<file path="src/rtl/iob_pcie_tx_arb_pkg.sv">
// iob_pcie_tx_arb_pkg: shared state encoding and beat-count helper for the PCIe TX arbiter
package iob_pcie_tx_arb_pkg;

    typedef enum logic [1:0] {
        ST_IDLE = 2'd0,
        ST_OPEN = 2'd1,
        ST_XFER = 2'd2,
        ST_DONE = 2'd3
    } txarb_state_t;

    // Beat counter is one bit wider than the length so ceil() cannot overflow at len = 2^32-1
    localparam int BEAT_CNT_W = 33;

    // Number of channel beats needed to move len 32-bit words, bw words per beat
    function automatic logic [BEAT_CNT_W-1:0] beats_of(input logic [31:0] len, input int bw);
        logic [BEAT_CNT_W-1:0] w_sum;
        w_sum = {1'b0, len} + BEAT_CNT_W'(bw - 1);
        return w_sum / BEAT_CNT_W'(bw);
    endfunction

endpackage

</file>
<file path="src/rtl/iob_pcie_rr_arb.sv">
// iob_pcie_rr_arb: round-robin grant from a request vector, pointer advances past each grant
module iob_pcie_rr_arb #(
    parameter int N_REQ = 2,
    parameter int GW    = 1
) (
    input  logic             PCIE_CLK,
    input  logic             PCIE_RST,
    input  logic [N_REQ-1:0] i_req,
    input  logic             i_upd,
    output logic [N_REQ-1:0] o_grant_oh,
    output logic [GW-1:0]    o_grant_id,
    output logic             o_any
);

    logic [GW-1:0] r_ptr;

    // Search from the pointer upward with wrap; scanning downward lets the nearest request win
    always_comb begin
        o_grant_oh = '0;
        o_grant_id = '0;
        o_any      = 1'b0;
        for (int k = N_REQ - 1; k >= 0; k--) begin
            if (i_req[(int'(r_ptr) + k) % N_REQ]) begin
                o_any      = 1'b1;
                o_grant_id = GW'((int'(r_ptr) + k) % N_REQ);
            end
        end
        o_grant_oh[o_grant_id] = o_any;
    end

    // Pointer moves to the requester after the one just granted
    always_ff @(posedge PCIE_CLK or posedge PCIE_RST) begin
        if (PCIE_RST)
            r_ptr <= '0;
        else if (i_upd && o_any)
            r_ptr <= (int'(o_grant_id) == N_REQ - 1) ? '0 : o_grant_id + 1'b1;
    end

endmodule

</file>
<file path="src/rtl/iob_pcie_tx_arb.sv">
// iob_pcie_tx_arb: round-robin sharing of the PCIe CHNL_TX channel among N_REQ data sources
// Optional stall timeout enabled by defining IOB_PCIE_TXARB_TIMEOUT_EN.
module iob_pcie_tx_arb
    import iob_pcie_tx_arb_pkg::*;
#(
    parameter int N_REQ            = 2,
    parameter int C_PCI_DATA_WIDTH = 64,
    parameter int TIMEOUT_CYC      = 4096,
    localparam int GW              = (N_REQ > 1) ? $clog2(N_REQ) : 1
) (
    input  logic                          PCIE_CLK,
    input  logic                          PCIE_RST,
    input  logic [N_REQ-1:0]              req_valid,
    input  logic [N_REQ*32-1:0]           req_len,
    output logic [N_REQ-1:0]              req_ack,
    input  logic [N_REQ*C_PCI_DATA_WIDTH-1:0] src_data,
    input  logic [N_REQ-1:0]              src_valid,
    output logic [N_REQ-1:0]              src_ren,
    output logic                          PCIE_CHNL_TX,
    input  logic                          PCIE_CHNL_TX_ACK,
    output logic                          PCIE_CHNL_TX_LAST,
    output logic [31:0]                   PCIE_CHNL_TX_LEN,
    output logic [30:0]                   PCIE_CHNL_TX_OFF,
    output logic [C_PCI_DATA_WIDTH-1:0]   PCIE_CHNL_TX_DATA,
    output logic                          PCIE_CHNL_TX_DATA_VALID,
    input  logic                          PCIE_CHNL_TX_DATA_REN,
    output logic                          busy,
    output logic [GW-1:0]                 grant_id,
    output logic                          done,
    output logic                          err
);

    localparam int BEAT_WORDS = C_PCI_DATA_WIDTH / 32;

    if (N_REQ < 1 || N_REQ > 8) begin : g_bad_nreq
        $error("iob_pcie_tx_arb: N_REQ must be 1..8");
    end
    if (BEAT_WORDS < 1) begin : g_bad_width
        $error("iob_pcie_tx_arb: C_PCI_DATA_WIDTH must be at least 32");
    end
    if (TIMEOUT_CYC < 1) begin : g_bad_timeout
        $error("iob_pcie_tx_arb: TIMEOUT_CYC must be at least 1");
    end

    txarb_state_t            r_state;
    txarb_state_t            w_next;
    logic [31:0]             r_len;
    logic [GW-1:0]           r_gid;
    logic [BEAT_CNT_W-1:0]   r_beats;
    logic [N_REQ-1:0]        w_grant_oh;
    logic [GW-1:0]           w_gid;
    logic                    w_any;
    logic                    w_ld;
    logic [31:0]             w_len_sel;
    logic                    w_chnl;
    logic                    w_xfer;
    logic                    w_beat;
    logic                    w_timeout;

    iob_pcie_rr_arb #(
        .N_REQ (N_REQ),
        .GW    (GW)
    ) u_rr (
        .PCIE_CLK   (PCIE_CLK),
        .PCIE_RST   (PCIE_RST),
        .i_req      (req_valid),
        .i_upd      (r_state == ST_IDLE),
        .o_grant_oh (w_grant_oh),
        .o_grant_id (w_gid),
        .o_any      (w_any)
    );

    assign w_len_sel = req_len[w_gid*32 +: 32];
    assign w_chnl    = (r_state == ST_OPEN) || (r_state == ST_XFER);
    assign w_xfer    = (r_state == ST_XFER);
    assign w_beat    = PCIE_CHNL_TX_DATA_VALID && PCIE_CHNL_TX_DATA_REN;

    assign busy                    = (r_state != ST_IDLE);
    assign done                    = (r_state == ST_DONE);
    assign grant_id                = r_gid;
    assign PCIE_CHNL_TX            = w_chnl;
    assign PCIE_CHNL_TX_LAST       = w_chnl;
    assign PCIE_CHNL_TX_LEN        = r_len;
    assign PCIE_CHNL_TX_OFF        = '0;
    assign PCIE_CHNL_TX_DATA       = w_xfer ? src_data[r_gid*C_PCI_DATA_WIDTH +: C_PCI_DATA_WIDTH] : '0;
    assign PCIE_CHNL_TX_DATA_VALID = w_xfer && src_valid[r_gid];
    assign err                     = w_timeout;

    // Ack the grantee while idle and pop the grantee's source only on an actual beat
    always_comb begin
        req_ack = (r_state == ST_IDLE) ? w_grant_oh : '0;
        src_ren = '0;
        if (w_beat)
            src_ren[r_gid] = 1'b1;
    end

    // Next-state logic; a stall timeout overrides any transition back to IDLE
    always_comb begin
        w_next = r_state;
        w_ld   = 1'b0;
        case (r_state)
            ST_IDLE: if (w_any) begin
                w_ld   = 1'b1;
                w_next = (w_len_sel == 32'd0) ? ST_DONE : ST_OPEN;
            end
            ST_OPEN: if (PCIE_CHNL_TX_ACK) w_next = ST_XFER;
            ST_XFER: if (w_beat && r_beats == BEAT_CNT_W'(1)) w_next = ST_DONE;
            ST_DONE: w_next = ST_IDLE;
            default: w_next = ST_IDLE;
        endcase
        if (w_timeout)
            w_next = ST_IDLE;
    end

    // State register
    always_ff @(posedge PCIE_CLK or posedge PCIE_RST) begin
        if (PCIE_RST)
            r_state <= ST_IDLE;
        else
            r_state <= w_next;
    end

    // Latch the grantee's length and id at grant; count down remaining beats
    always_ff @(posedge PCIE_CLK or posedge PCIE_RST) begin
        if (PCIE_RST) begin
            r_len   <= '0;
            r_gid   <= '0;
            r_beats <= '0;
        end else if (w_ld) begin
            r_len   <= w_len_sel;
            r_gid   <= w_gid;
            r_beats <= beats_of(w_len_sel, BEAT_WORDS);
        end else if (w_beat) begin
            r_beats <= r_beats - 1'b1;
        end
    end

`ifdef IOB_PCIE_TXARB_TIMEOUT_EN
    localparam int SW = $clog2(TIMEOUT_CYC + 1);

    logic [SW-1:0] r_stall;

    assign w_timeout = w_chnl && !w_beat && (r_stall == SW'(TIMEOUT_CYC - 1));

    // Stall counter runs only while the channel is open and restarts on progress
    always_ff @(posedge PCIE_CLK or posedge PCIE_RST) begin
        if (PCIE_RST)
            r_stall <= '0;
        else
            r_stall <= (!w_chnl || w_beat || w_next != r_state) ? '0 : r_stall + 1'b1;
    end
`else
    assign w_timeout = 1'b0;
`endif

endmodule

</file>
<file path="config.mk">
export PLATFORM = sky130hd
export DESIGN_NAME = iob_pcie_tx_arb
export DESIGN_NICKNAME = d
export VERILOG_FILES = /design/src/rtl/iob_pcie_tx_arb_pkg.sv /design/src/rtl/iob_pcie_rr_arb.sv /design/src/rtl/iob_pcie_tx_arb.sv
export SDC_FILE = /design/constraint.sdc
export NUM_CORES = 1
export LEC_CHECK = 0
export BUFFER_PORTS_ARGS = -buffer_cell sky130_fd_sc_hd__clkbuf_2
export CAP_MARGIN = 40
export CORE_AREA = 3 3 130 132
export CTS_CLUSTER_SIZE = 28
export DETAILED_ROUTE_END_ITERATION = 16
export DIE_AREA = 0 0 133 135
export GPL_TIMING_DRIVEN = 0
export HOLD_SLACK_MARGIN = 0.02
export PLACE_DENSITY_LB_ADDON = 0.1
export SYNTH_ARGS = -nofsm -noshare
export SYNTH_HDL_FRONTEND = slang
export SYNTH_SLANG_ARGS = --single-unit
</file>
<file path="constraint.sdc">
create_clock -name PCIE_CLK -period 4 [get_ports PCIE_CLK]
set_input_delay 0.4 -clock PCIE_CLK [delete_from_list [all_inputs] [get_ports PCIE_CLK]]
set_output_delay 0.4 -clock PCIE_CLK [all_outputs]
set_load 0.1 [all_outputs]
</file>
== Yosys cells after proc, flatten, opt, wreduce, memory -nomap -nowiden ==
Cells that the tools add are included.
Word-level totals
  word-level logic and storage cells: 66
  output and inout bits: 138
  input bits: 200
  register bits after elaboration: 69
Cells by class
  equal/unequal tests: 7
  reductions and logical operators: 12
  bitwise operators: 2
  shift-type cells: 2
  mux-type cells: 28
  magnitude comparators: 6
  add/sub/neg operators: 4
Operators with widths (number)
  $shiftx 128x8->64: 1
  $mux 33: 2
  $mux 64: 1
  $shiftx 64x7->32: 1
  $add 32x1->33 const B: 1
  $eq 33x1->1 const B: 1
  $sub 33x1->33 const B: 1
  $logic_not 32->1: 1
  $mux 1: 16
  $mux 2: 6
  $pmux 2 s4: 1
  $logic_and 1x1->1: 6
  $lt 1x2->1 const B: 3
  $eq 2x2->1 const B: 2
  $ne 2x2->1 const B: 2
  $reduce_bool 2->1: 2
  $lt 2x3->1 const B: 1
  $reduce_and 3->1: 1
  $add 1x1->1 const B: 2
  $and 2x2->2: 1
  $demux 1 s1: 2
  $eq 2x1->1 const B: 1
  $ge 1x1->1 const B: 2
  $logic_not 2->1: 1
  other kinds (3): 3

== Longest topological paths before layout ==
Gate-level depths: netlist (run 1).
  word-level depth: 13
  depth in mapped cells: 9
  depth with buffers taken out: 8

== Hierarchy ==
A second synthesis (run 1) with hierarchy kept.
Second synthesis, totals
  cells, all modules: 722
  area, all modules: 6108.4 sq um
Modules (own cells, without submodules)
  iob_pcie_tx_arb: area an instance 6035.8 sq um, cells an instance 713, times used 1, seq. area each 1701.6 sq um
  iob_pcie_rr_arb: area an instance 72.6 sq um, cells an instance 9, times used 1, seq. area each 25.0 sq um

== Worst setup path after synthesis (run 1) ==
Ideal clock, no wire load.
  path kind: flip-flop to output port
  start point: reg r_gid (netlist: grant_id)
  end point: out PCIE_CHNL_TX_DATA[46]
  data required time: 3600 ps
  path slack: 66 ps
  path buffers: 3
  cell stages (with the launch flop): 6
  arrival: 3534 ps
  cell sequence: dfrtp_1 -> clkbuf_1 -> buf_1 -> buf_1 -> mux2i_1 -> nor2b_1
On the way
  word-level cells in the longest chain between the ends: 2
Ends and longest elaborated chain
  start: declaration: RTL line iob_pcie_tx_arb.sv:48  | logic [GW-1:0] r_gid;
  start signal: assignment: RTL line iob_pcie_tx_arb.sv:131  | r_gid <= w_gid;
  $shiftx 128x8->64: RTL line iob_pcie_tx_arb.sv:85  | assign PCIE_CHNL_TX_DATA = w_xfer ? src_data[r_gid*C_PCI_DATA_WIDTH +: C_PCI_DATA_WIDTH] : '0;
  $mux 64: RTL line iob_pcie_tx_arb.sv:85
  end: declaration: RTL line iob_pcie_tx_arb.sv:24  | output logic [C_PCI_DATA_WIDTH-1:0] PCIE_CHNL_TX_DATA,
No other way between the ends.

== Final worst setup path (run 1) ==
  start point: reg r_state[0]
  end point: out req_ack[0]
On the way
  word-level cells in the longest chain between the ends: 2
Ends and longest elaborated chain
  start: declaration: RTL line iob_pcie_tx_arb.sv:45  | txarb_state_t r_state;
  start signal: assignment: RTL line iob_pcie_tx_arb.sv:120  | r_state <= w_next;
  $logic_not 2->1: RTL line iob_pcie_tx_arb.sv:91  | req_ack = (r_state == ST_IDLE) ? w_grant_oh : '0;
  $mux 2: RTL line iob_pcie_tx_arb.sv:91
  end: declaration: RTL line iob_pcie_tx_arb.sv:15  | output logic [N_REQ-1:0] req_ack,
No other way between the ends.

==> impl_summary.txt, run 1 <==
----------------------------------------------------
[Setup path]
  CP max FO ... 10
  Crit start category ... flip-flop
  Worst reg2reg path depth ... 7
  Required @ worst endpoint ... 3.60 ns
  WP data arrival ... 3.16 ns
  Worst Path Class, Setup ... reg -> out
  Critical Path Sink Type ... output port
  Cell with the biggest individual delay on the critical path ... sky130_fd_sc_hd__clkbuf_1
  Largest stage delay on the critical path ... 0.44 ns
  Critical path cell sequence ... inv_1 > ha_1 > o21ai_0 > clkbuf_1 > clkbuf_1 > clkbuf_1 > nor2_1 > clkbuf_2
  Most used cell along the critical path ... sky130_fd_sc_hd__clkbuf_1

[STA]
  Clock skew after layout ... 0.00405 ns
  Number of endpoints failing setup at the final stage ... 0
  RSZ-0062 raised after global routing ... no
  Max_slew headroom ... 43.1%
  Count of final hold-check violations ... 0
  Final period demand of the worst path ... 3.56 ns
  Accumulated negative setup slack ... 0 ns
  Pin slew with the least headroom to its limit ... 0.853 ns
  PnR worst setup slack ... 0.444 ns
  Share of the clock period used by the worst path ... 88.9%
  Fin. max-slew vios ... 0
  Peak Freq ... 281 MHz

[CTS]
  Clock transition time at the flip-flop clock pins of the worst setup and hold paths ... 0.06 ns
  CTS buffer count ... 9
  Clock Sink Count ... 69
  Skew-Pair Late Insertion Delay ... 0.34 ns
  Clk root buf ... sky130_fd_sc_hd__clkbuf_16
  Deepest level of the CTS H-tree ... 3
  Max Buffers Root-to-Sink ... 2
  TritonCTS clock tree ... yes
  Setup Fix Bufs, Post-CTS ... 0

[Min path]
  Number of stages on the worst hold path ... 3
  Worst min-delay path category ... in -> reg

[Run]
  Max Cap Violations ... 0

[Routing]
  Routed wire length per instance ... 19.0 um
  # DRC ... 0
  Top layer used by detailed routing ... met4
  Met2 Wirelength ... 11400 um
  Post-Route WL ... 24900 um
  Met1 routed wirelength after detailed routing ... 10900 um
  Starting DRT DRC Count ... 475
  First-pass iteration count of the detailed router ... 5
  Number of nets with antenna violations after detailed routing ... 0
  Mean number of vias per cell ... 5.26
  Via count of the routed design ... 6896
  Met3 Routed Length ... 1880 um

[Layout]
  Most frequent standard cell in the layout excluding fill and tap cells ... sky130_fd_sc_hd__clkbuf_2
  Layout Area Growth over Synthesis ... 36.1%
  Commonest cells after routing, fill and taps aside ... sky130_fd_sc_hd__clkbuf_2, sky130_fd_sc_hd__mux2i_1, sky130_fd_sc_hd__dfrtp_1
  Fraction of layout instances using a drive strength above 1 ... 33.9%
  N_diodes ... 0
  Number of nets in the final layout ... 1296

[Floorplanning]
  Row cnt ... 46
  Initial Util ... 39.2%
  Die W ... 133 um
  Area inside the core boundary ... 15800 sq um
  Die area ... 18000 sq um
  Vertical die dimension ... 135 um
  # IOs ... 338

[Pwr]
  Power density over cell area ... 997 nW/um^2
  Worst-case vdd ir drop ... 0.000649 V
  PnR Total Power ... 8.43 mW
  Leakage ... 4.23 nW

[GRT]
  Antenna violations before repair ... 0
  Global-route usage over all layers ... 26.4%
  Vias in the first global route ... 6678
  Residual overflow from global routing ... 0
  Global-route wire length before repair ... 37600 um
  Pin count of the biggest net entering global routing ... 57

[Placement]
  Detailed placer's ending HPWL ... 20500 um
  Worst setup slack after placement ... 0.716 ns
  Gp weighted congestion ... 0.966
  Number of buffers inserted by port buffering ... 304

[Logic synthesis]
  Dominant cells by area after synthesis ... sky130_fd_sc_hd__dfrtp_1, sky130_fd_sc_hd__mux2i_1, sky130_fd_sc_hd__nor2b_1
  Library cells used by synthesis ... 59
  Dominant combinational cell family by area after synthesis ... simple AND/OR/NAND/NOR gates
  Sequential fraction of the synthesis area ... 27.8%
  Cells after synthesis ... 742
  Fraction of the mapped netlist area in compound gates ... 12.5%
  Share of synthesized cell area in full adder, half adder and majority cells ... 1.21%
  XOR/XNOR Fraction of Synth Area ... 6.35%
  Ys async rst share ... 100%
  Post-synthesis share of cell area spent on and, or, nand and nor gates ... 27.9%
  Main flop type after synthesis ... sky130_fd_sc_hd__dfrtp_1
  Number of synthesized flops with an enable pin ... 0
  Number of warnings issued by yosys ... 0
  Synth area leader ... sky130_fd_sc_hd__dfrtp_1
  Area share of the leading cell type in the synthesized netlist ... 27.8%
  Number of synthesized register bits ... 69
  Multiplexer area fraction after synthesis ... 17.0%
  Mean Syn Cell Area ... 8.37 sq um
  Area of the mapped netlist ... 6210 sq um

[Outcome]
  Outcome ... finished, final reports clean

----------------------------------------------------
==> path summary, 6_finish.rpt <==
kind / startpoint / endpoint / slack, ns
min reg2reg: PCIE_CHNL_TX_LEN[3] / PCIE_CHNL_TX_LEN[3] / 0.48
min in group asynchronous: PCIE_RST / r_beats[16] / 0.53
min: req_len[34] / PCIE_CHNL_TX_LEN[2] / 0.38
max reg2reg: u_rr.r_ptr / r_beats[30] / 0.71
max: r_state[0] / req_ack[0] / 0.44
max in group asynchronous: PCIE_RST / PCIE_CHNL_TX_LEN[7] / 2.92
==> final cells by class <==
class / instances / area, sq um
Inverter: 8 / 32.5
Clock buffer: 12 / 246
Timing Repair Buffer: 306 / 1560
Tap cell: 216 / 270
Buffer: 77 / 418
Sequential cell: 69 / 1730
Multi-Input combinational cell: 619 / 4150
Clock inverter: 4 / 47.5
Fill cell: 1535 / 7380
==> routing by layer <==
metal	track usage, %	up-vias
met2	42.3	367
met4	10.2	0
li1	-	3319
met1	35.8	3169
met3	4.51	41
met5	0	-
==> sequential cells by signal (all words and copies together), names as in the netlist <==
| signal | count |
|---|---|
| PCIE_CHNL_TX_LEN | 32 |
| grant_id | 1 |
| r_beats | 33 |
| r_state | 2 |
| u_rr.r_ptr | 1 |
==> report_power, final <==
| group | leakage, nW | internal [mW] | switching [mW] |
|---|---|---|---|
| clock network | 0.143 | 0.498 | 0.309 |
| logic | 3.25 | 1.27 | 5.02 |
| registers | 0.838 | 1.04 | 0.290 |
| total | 4.23 | 2.81 | 5.62 |
==> per-stage QoR <==
step                cells  area (sq um)  utilization (%)  hold slack [ns]
floorplan             773          6320                -            0.480
global placement     1293          8120             51.3            0.467
detailed placement   1294          8150             51.5            0.341
CTS                  1311          8450             53.4            0.377
global route         1311          8450             53.4            0.384
finish               1311          8450             53.4            0.380
==> cell usage after synthesis, types with 7 or more instances <==
master	count
sky130_fd_sc_hd__nor3_1	20
sky130_fd_sc_hd__inv_1	7
sky130_fd_sc_hd__buf_4	34
sky130_fd_sc_hd__a21oi_1	12
sky130_fd_sc_hd__nor2b_1	66
sky130_fd_sc_hd__o21ai_0	40
sky130_fd_sc_hd__nor4_1	38
sky130_fd_sc_hd__nand3_1	15
sky130_fd_sc_hd__nor2_1	39
sky130_fd_sc_hd__a21boi_0	7
sky130_fd_sc_hd__or3_1	11
sky130_fd_sc_hd__mux2i_1	102
sky130_fd_sc_hd__xor2_1	24
sky130_fd_sc_hd__clkbuf_1	31
sky130_fd_sc_hd__nand2_1	67
sky130_fd_sc_hd__xnor2_1	21
sky130_fd_sc_hd__a31oi_1	7
sky130_fd_sc_hd__and3_1	7
sky130_fd_sc_hd__nand4_1	14
sky130_fd_sc_hd__nand2b_1	8
sky130_fd_sc_hd__buf_1	11
sky130_fd_sc_hd__o31ai_1	7
sky130_fd_sc_hd__dfrtp_1	69
==> critical path: cells and delay by family, from the launching register on <==
kind | cells | cell delay, ns
compound gates | 1 | 0.18
fa+ha+maj | 1 | 0.32
buf+inv | 5 | 1.76
flops | 1 | 0.40
simple gates | 1 | 0.14
==> timing repair <==
item                      CTS  global route
hold buffers                1             0
hold endpoints to repair   13             0
gates resized for setup     0             0
==> cell families after synthesis <==
family,Yosys count
and+or+nand+nor,314
AOI/OAI and AO/OA,117
muxes,105
buffers and inverters,85
DFF,69
xor gates and xnor gates,45
adders and majority gates,6
other,1
Note: power is estimated with default switching activity, not from simulation.
==> inputs of run 2 (changes only) <==
--- a/config.mk
+++ b/config.mk
@@ -8,6 +8,7 @@
 export BUFFER_PORTS_ARGS = -buffer_cell sky130_fd_sc_hd__clkbuf_2
 export CAP_MARGIN = 40
 export CORE_AREA = 3 3 130 132
+export CTS_BUF_LIST = sky130_fd_sc_hd__clkbuf_4 sky130_fd_sc_hd__clkbuf_8 sky130_fd_sc_hd__clkbuf_16
 export CTS_CLUSTER_SIZE = 28
 export DETAILED_ROUTE_END_ITERATION = 16
 export DIE_AREA = 0 0 133 135
@@ -17,3 +18,4 @@
 export SYNTH_ARGS = -nofsm -noshare
 export SYNTH_HDL_FRONTEND = slang
 export SYNTH_SLANG_ARGS = --single-unit
+export TNS_END_PERCENT = 10
==> run 2 against run 1 <==
  * Design area hardly changed
  * Maximum frequency is 0.45% lower
  * Highest routed layer unchanged
  * Die area stayed put
  * Largest power group unchanged
  * Sequential share of layout area hardly changed
  * Worst hold slack worse by 0.0017 ns
  * Critical path depth stayed put
  * Total power is 0.18% higher
  * Non-clock buffer count stayed put
  * Final cell count stayed put
  * Routed wire length is 0.24% lower
  * Count of clock-buffer cells in the layout stayed put
  * Sequential power hardly changed
==> impl_summary.txt, run 2 (same netlist as run 1, synthesis figures left out) <==
----------------------------------------------------
[STA]
  Fin. max-slew vios ... 0 (unchanged)
  Share of the clock period used by the worst path ... 89.3% (+0.40 points)
  Final period demand of the worst path ... 3.57 ns (+0.0160 ns)
  Clock skew after layout ... 0.00470 ns (+0.000656 ns)
  Count of final hold-check violations ... 0 (unchanged)
  RSZ-0062 raised after global routing ... no
  Peak Freq ... 280 MHz (-0.45%)
  Pin slew with the least headroom to its limit ... 0.833 ns (-0.0204 ns)
  Max_slew headroom ... 44.5% (+1.4 points)
  Number of endpoints failing setup at the final stage ... 0 (unchanged)
  Accumulated negative setup slack ... 0 ns (unchanged)

[Floorplanning]
  Initial Util ... 39.2% (unchanged)
  Die W ... 133 um (unchanged)
  Die area ... 18000 sq um (unchanged)
  Area inside the core boundary ... 15800 sq um (unchanged)
  Row cnt ... 46 (unchanged)
  Vertical die dimension ... 135 um (unchanged)
  # IOs ... 338 (unchanged)

[Layout]
  Post-route insts no fill ... 1311 (unchanged)
  Layout Area Growth over Synthesis ... 36.2% (about the same)
  Most frequent standard cell in the layout excluding fill and tap cells ... sky130_fd_sc_hd__clkbuf_2
  Flip-flop count of the largest register, all copies and words added ... 33 (unchanged)
  Post-route core utilization ... 53.4% (about the same)
  Fraction of layout instances using a drive strength above 1 ... 34.1% (+0.18 points)
  Commonest cells after routing, fill and taps aside ... sky130_fd_sc_hd__clkbuf_2, sky130_fd_sc_hd__mux2i_1, sky130_fd_sc_hd__dfrtp_1
  Top reg by flops ... r_beats
  N_diodes ... 0 (unchanged)
  Number of nets in the final layout ... 1296 (unchanged)
  Final design instance area without fill ... 8460 sq um (about the same)

[GRT]
  Antenna violations before repair ... 0 (unchanged)
  Global-route usage over all layers ... 26.4% (about the same)
  Residual overflow from global routing ... 0 (unchanged)
  Pin count of the biggest net entering global routing ... 57 (unchanged)
  Global-route wire length before repair ... 37600 um (+0.11%)
  Vias in the first global route ... 6680 (+0.030%)

[Routing]
  # DRC ... 0 (unchanged)
  First-pass iteration count of the detailed router ... 5 (unchanged)
  Mean number of vias per cell ... 5.24 (-0.32%)
  Routed wire length per instance ... 19.0 um (-0.24%)
  Via count of the routed design ... 6874 (-0.32%)
  Number of nets with antenna violations after detailed routing ... 0 (unchanged)
  Starting DRT DRC Count ... 415 (-13%)
  Post-Route WL ... 24900 um (-0.24%)

[CTS]
  Setup Fix Bufs, Post-CTS ... 0 (unchanged)
  Max Buffers Root-to-Sink ... 2 (unchanged)
  CTS buffer count ... 9 (unchanged)
  Clk root buf ... sky130_fd_sc_hd__clkbuf_16
  Quantity of gates resized following cts ... 0 (unchanged)
  Clock transition time at the flip-flop clock pins of the worst setup and hold paths ... 0.06 ns (about the same)
  Deepest level of the CTS H-tree ... 3 (unchanged)
  TritonCTS clock tree ... yes
  Skew-Pair Late Insertion Delay ... 0.34 ns (about the same)
  CTS Hold Bufs ... 1 (unchanged)
  Clock Sink Count ... 69 (unchanged)

[Outcome]
  Outcome ... finished, final reports clean

[Pwr]
  Power density over cell area ... 998 nW/um^2 (about the same)
  Leakage ... 4.24 nW (+0.16%)
  PnR Total Power ... 8.44 mW (+0.18%)
  Worst-case vdd ir drop ... 0.000649 V (about the same)

[Placement]
  Gp weighted congestion ... 0.966 (unchanged)
  Cell Area, Placed ... 8150 sq um (unchanged)
  Detailed placer's ending HPWL ... 20500 um (unchanged)
  Cell total after placement ... 1294 (unchanged)
  Number of buffers inserted by port buffering ... 304 (unchanged)

[Setup path]
  Most used cell along the critical path ... sky130_fd_sc_hd__clkbuf_1
  Crit start category ... flip-flop
  Cell with the biggest individual delay on the critical path ... sky130_fd_sc_hd__clkbuf_1
  Largest stage delay on the critical path ... 0.45 ns (about the same)
  Worst Path Class, Setup ... reg -> out
  Worst Path Buf+Inv ... 5 (unchanged)
  CP max FO ... 10 (unchanged)
  Critical Path Sink Type ... output port
  Required @ worst endpoint ... 3.60 ns (about the same)
  Critical path cell sequence ... inv_1 > ha_1 > o21ai_0 > clkbuf_1 > clkbuf_1 > clkbuf_1 > nor2_1 > clkbuf_2
  WP data arrival ... 3.17 ns (about the same)
  Worst path top cell family by delay ... buffers and inverters

[Min path]
  Worst min-delay path category ... in -> reg

[Run]
  Max Cap Violations ... 0 (unchanged)

----------------------------------------------------
==> run 2: metal layers <==
| metal | GRT usage (%) | wire length, um |
|---|---|---|
| met1 | 35.7 | 11000 |
| met3 | 4.96 | 1800 |
| met5 | 0 | 0 |
| met2 | 42.3 | 11400 |
| met4 | 9.64 | 761 |
==> run 2: final cells by class <==
cell class / instances / area [sq um]
Buffer: 77 / 418
Clock buffer: 12 / 254
Clock inverter: 4 / 47.5
Fill cell: 1534 / 7370
Inverter: 8 / 32.5
Multi-Input combinational cell: 619 / 4150
Sequential cell: 69 / 1730
Tap cell: 216 / 270
Timing Repair Buffer: 306 / 1560
==> run 2: worst paths after layout <==
kind	start	endpoint	slack, ns	depth (start not counted)
worst max-delay path	r_state[0]	req_ack[0]	0.43	8
min in group asynchronous	PCIE_RST	r_beats[16]	0.53	3
worst min-delay path	req_len[34]	PCIE_CHNL_TX_LEN[2]	0.38	3
worst max register to register	u_rr.r_ptr	r_beats[31]	0.75	8
max in group asynchronous	PCIE_RST	PCIE_CHNL_TX_LEN[7]	2.93	4
worst min register to register	PCIE_CHNL_TX_LEN[3]	PCIE_CHNL_TX_LEN[3]	0.48	2
==> run 2: report_power, final <==
group | switching [mW] | total, mW | internal, mW
combinational | 5.02 | 6.29 | 1.27
clock | 0.313 | 0.825 | 0.512
sequential | 0.288 | 1.33 | 1.04
total | 5.62 | 8.44 | 2.82
==> run 2: stage by stage <==
step	worst slack, ns	hold WS, ns
final	0.428	0.378
after global routing	0.246	0.381
after CTS	0.417	0.377
after detailed placement	0.716	0.341
after global placement	0.730	0.467
after floorplan	0.0659	0.480
==> run 2: tightest hold or removal path, delay by kind of cell <==
family / cells / cell delay, ns
buf+inv: 1 / 0.13
simple gates: 1 / 0.07
compound gates: 1 / 0.07
==> inputs of run 3 (changes only) <==
--- a/config.mk
+++ b/config.mk
@@ -9,7 +9,7 @@
 export CAP_MARGIN = 40
 export CORE_AREA = 3 3 130 132
 export CTS_BUF_LIST = sky130_fd_sc_hd__clkbuf_4 sky130_fd_sc_hd__clkbuf_8 sky130_fd_sc_hd__clkbuf_16
-export CTS_CLUSTER_SIZE = 28
+export CTS_CLUSTER_SIZE = 10
 export DETAILED_ROUTE_END_ITERATION = 16
 export DIE_AREA = 0 0 133 135
 export GPL_TIMING_DRIVEN = 0
@@ -17,5 +17,6 @@
 export PLACE_DENSITY_LB_ADDON = 0.1
 export SYNTH_ARGS = -nofsm -noshare
 export SYNTH_HDL_FRONTEND = slang
+export SYNTH_HIERARCHICAL = 1
 export SYNTH_SLANG_ARGS = --single-unit
 export TNS_END_PERCENT = 10
==> constraint.sdc (replaced) <==
create_clock -name PCIE_CLK -period 4 [get_ports PCIE_CLK]
set_input_delay 0.4 -clock PCIE_CLK [delete_from_list [all_inputs] [get_ports PCIE_CLK]]
set_output_delay 0.4 -clock PCIE_CLK [all_outputs]
set_load 0.005 [all_outputs]
==> run 3 against run 2 <==
  * Routed wire length increased by 3.9%
  * Setup slack got worse by 0.14 ns
  * Critical path depth increased by 8
  * Utilization decreased by 0.51 points
  * Global-route usage increased by 1.3 points
  * Count of clock-buffer cells in the layout unchanged
==> impl_summary.txt, run 3 <==
----------------------------------------------------
[STA]
  PnR worst setup slack ... 0.288 ns (-0.140 ns)
  Share of the clock period used by the worst path ... 92.8% (+3.5 points)
  Number of endpoints failing setup at the final stage ... 0 (unchanged)
  Accumulated negative setup slack ... 0 ns (unchanged)
  Pin slew with the least headroom to its limit ... 0.916 ns (+0.0833 ns)
  Fin. max-slew vios ... 0 (unchanged)
  Final period demand of the worst path ... 3.71 ns (+0.140 ns)
  Max_slew headroom ... 38.9% (-5.6 points)
  Peak Freq ... 269 MHz (-3.8%)
  RSZ-0062 raised after global routing ... no
  Clock skew after layout ... 0.00477 ns (+0.0000657 ns)
  Count of final hold-check violations ... 0 (unchanged)

[CTS]
  Clock transition time at the flip-flop clock pins of the worst setup and hold paths ... 0.06 ns (about the same)
  TritonCTS clock tree ... yes
  Skew-Pair Late Insertion Delay ... 0.33 ns (about the same)
  Deepest level of the CTS H-tree ... 3 (unchanged)
  Max Buffers Root-to-Sink ... 2 (unchanged)
  Clk root buf ... sky130_fd_sc_hd__clkbuf_16
  CTS buffer count ... 9 (unchanged)
  Clock Sink Count ... 69 (unchanged)

[Routing]
  Routed wire length per instance ... 20.0 um (+5.3%)
  # DRC ... 0 (unchanged)
  Starting DRT DRC Count ... 480 (+16%)
  Post-Route WL ... 25800 um (+3.9%)
  First-pass iteration count of the detailed router ... 5 (unchanged)
  Via count of the routed design ... 6649 (-3.3%)
  Number of nets with antenna violations after detailed routing ... 0 (unchanged)
  Mean number of vias per cell ... 5.14 (-1.9%)

[Placement]
  Gp weighted congestion ... 0.899 (-7.0%)
  Number of buffers inserted by port buffering ... 305 (+0.33%)
  Worst setup slack after placement ... -0.760 ns (-1.48 ns)
  Detailed placer's ending HPWL ... 21700 um (+5.8%)
  Cell Area, Placed ... 8050 sq um (-1.2%)

[Floorplanning]
  Initial Util ... 38.6% (-0.63 points)
  Vertical die dimension ... 135 um (unchanged)
  Row cnt ... 46 (unchanged)
  # IOs ... 338 (unchanged)
  Die W ... 133 um (unchanged)
  Die area ... 18000 sq um (unchanged)
  Area inside the core boundary ... 15800 sq um (unchanged)

[GRT]
  Pin count of the biggest net entering global routing ... 57 (unchanged)
  Vias in the first global route ... 6554 (-1.9%)
  Global-route usage over all layers ... 27.7% (+1.3 points)
  Antenna violations before repair ... 1 (+1)
  Residual overflow from global routing ... 0 (unchanged)
  Global-route wire length before repair ... 38500 um (+2.3%)

[Logic synthesis]
  Area of the mapped netlist ... 6110 sq um (-1.6%)
  Ys async rst share ... 100% (unchanged)
  Number of synthesized flops with an enable pin ... 0 (unchanged)
  Dominant cells by area after synthesis ... sky130_fd_sc_hd__dfrtp_1, sky130_fd_sc_hd__mux2i_1, sky130_fd_sc_hd__nor2b_1
  Number of warnings issued by yosys ... 6 (+6)
  Most repeated cell in the gate-level netlist after synthesis ... sky130_fd_sc_hd__mux2i_1
  Area share of the leading cell type in the synthesized netlist ... 28.3% (+0.46 points)
  Cells after synthesis ... 722 (-2.7%)
  Mean Syn Cell Area ... 8.46 sq um (+1.1%)
  Library cells used by synthesis ... 62 (+5.1%)
  Synth area leader ... sky130_fd_sc_hd__dfrtp_1
  Main flop type after synthesis ... sky130_fd_sc_hd__dfrtp_1
  Sequential fraction of the synthesis area ... 28.3% (+0.46 points)
  Most used standard cells in the synthesized netlist ... sky130_fd_sc_hd__mux2i_1, sky130_fd_sc_hd__dfrtp_1, sky130_fd_sc_hd__nand2_1
  Number of synthesized register bits ... 69 (unchanged)

[Min path]
  Worst min-delay path category ... in -> reg

[Pwr]
  Sequential cell fraction of total power ... 28.1% (+12 points)
  Fraction of power consumed by combinational cells ... 55.5% (-19 points)
  Share of total power in the clock network ... 16.4% (+6.6 points)
  Leakage ... 4.03 nW (-4.9%)
  Total internal power ... 2.64 mW (-6.6%)
  Switching share of total power ... 43.5% (-23 points)
  Power density over cell area ... 557 nW/um^2 (-44%)
  Power spent charging and discharging nets ... 2.03 mW (-64%)
  Worst-case vdd ir drop ... 0.000288 V (-56%)

[Layout]
  Top reg by flops ... r_beats
  Layout Area Growth over Synthesis ... 37.2%
  Final design instance area without fill ... 8380 sq um (-0.95%)
  Count of fill cells added during filler insertion ... 1559 (+1.6%)
  Area of the multi-input gates ... 4030 sq um (-2.9%)
  Number of nets in the final layout ... 1280 (-1.2%)
  N_diodes ... 0 (unchanged)
  Fraction of layout instances using a drive strength above 1 ... 35.7% (+1.6 points)
  Commonest cells after routing, fill and taps aside ... sky130_fd_sc_hd__clkbuf_2, sky130_fd_sc_hd__mux2i_1, sky130_fd_sc_hd__dfrtp_1, sky130_fd_sc_hd__nand2_1, sky130_fd_sc_hd__nor2b_1
  Footprint of the flip-flops and latches ... 1730 sq um (unchanged)
  Most frequent standard cell in the layout excluding fill and tap cells ... sky130_fd_sc_hd__clkbuf_2
  Flip-flop count of the largest register, all copies and words added ... 33 (unchanged)

[Outcome]
  Outcome ... finished, final reports clean

[Setup path]
  Worst Path Class, Setup ... reg -> reg
  Required @ worst endpoint ... 4.24 ns (+0.64 ns)
  CP max FO ... 19 (+9)
  WP data arrival ... 3.95 ns (+0.78 ns)
  Critical Path Sink Type ... flip-flop
  Crit start category ... flip-flop

[Run]
  Max Cap Violations ... 0 (unchanged)

----------------------------------------------------
-- run 3: layer usage --
| layer | vias to the layer above | global-route usage (%) | part of all wire (%) |
|---|---|---|---|
| met5 | - | 0 | 0.043 |
| met2 | 322 | 47.4 | 48 |
| li1 | 3242 | - | - |
| met4 | 2 | 9.35 | 2.7 |
| met1 | 3042 | 35.0 | 41 |
| met3 | 41 | 5.74 | 8.6 |
-- run 3: path summary, 6_finish.rpt --
path                            depth (start not counted)                    to  slack, ns           startpoint
worst min-delay path                                    2            u_rr/r_ptr       0.30         req_valid[1]
worst min register to register                          2   PCIE_CHNL_TX_LEN[6]       0.48  PCIE_CHNL_TX_LEN[6]
worst max register to register                         16           r_beats[25]       0.29           u_rr/r_ptr
min in group asynchronous                               3            u_rr/r_ptr       0.49             PCIE_RST
max in group asynchronous                               4  PCIE_CHNL_TX_LEN[28]       2.91             PCIE_RST
worst max-delay path                                   16           r_beats[25]       0.29           u_rr/r_ptr
-- run 3: area by class of cell --
class,instances,area share [%]
plain buffers,73,5.23
clock buffers,12,3.11
clock inverters,4,0.269
inverters,13,0.612
multi-input cells,597,48.1
flip-flops and latches,69,20.6
well taps,216,3.23
repair buffers,309,18.8
-- run 3: worst max-delay path: stages, from the launching register on --
cell and delay (ns):
sky130_fd_sc_hd__dfrtp_1 0.40, sky130_fd_sc_hd__inv_1 0.07, sky130_fd_sc_hd__a21boi_0 0.20, sky130_fd_sc_hd__buf_6 0.17, sky130_fd_sc_hd__buf_6 0.16, sky130_fd_sc_hd__clkbuf_4 0.22
sky130_fd_sc_hd__buf_4 0.24, sky130_fd_sc_hd__buf_6 0.25, sky130_fd_sc_hd__mux2i_1 0.15, sky130_fd_sc_hd__inv_1 0.08, sky130_fd_sc_hd__ha_1 0.21, sky130_fd_sc_hd__nand4_1 0.16
sky130_fd_sc_hd__a22oi_2 0.30, sky130_fd_sc_hd__nand4_1 0.18, sky130_fd_sc_hd__buf_4 0.21, sky130_fd_sc_hd__o311a_1 0.36, sky130_fd_sc_hd__a211oi_1 0.23
-- run 3: stage by stage --
| stage | hold slack [ns] | utilization [%] | std cells | power, mW |
|---|---|---|---|---|
| 6_report | 0.302 | 52.9 | 1293 | 4.66 |
| 5_1_grt | 0.318 | 52.9 | 1293 | 5.00 |
| 4_1_cts | 0.295 | 52.9 | 1293 | 4.68 |
| 3_5_place_dp | 0.264 | 50.9 | 1275 | 3.89 |
| 3_3_place_gp | 0.231 | 50.7 | 1274 | 3.88 |
| 2_1_floorplan | 0.129 | - | 753 | 2.86 |
-- run 3: timing repair --
| action | in CTS | in global routing |
|---|---|---|
| endpoints found under the hold margin | 13 | 0 |
| pin swaps | 1 | 1 |
| buffers inserted | 1 | 1 |
| hold buffers | 1 | 0 |
| gates resized for setup | 5 | 4 |
| endpoints found under the setup margin | 10 | 10 |
-- run 3: power by group through the flow --
stage          clock network [mW]  logic (mW)  registers, mW
6_report                    0.767        2.59           1.31
2_1_floorplan                   0        1.58           1.28
3_5_place_dp                    0        2.58           1.31
3_3_place_gp                    0        2.56           1.32
5_1_grt                     0.808        2.84           1.36
4_1_cts                     0.779        2.60           1.31
-- run 3: kinds of logic (layout without fill, tap and decap cells) --
kind of cell	after synthesis	count (layout)	synth area share (%)
muxes	103	103	17.0
adders and majority gates	8	8	1.64
AOI/OAI and AO/OA	110	110	12.3
buffers and inverters	87	411	7.85
DFF	69	69	28.3
and+or+nand+nor	307	307	27.6
other	1	32	0.0614
xor gates and xnor gates	37	37	5.31
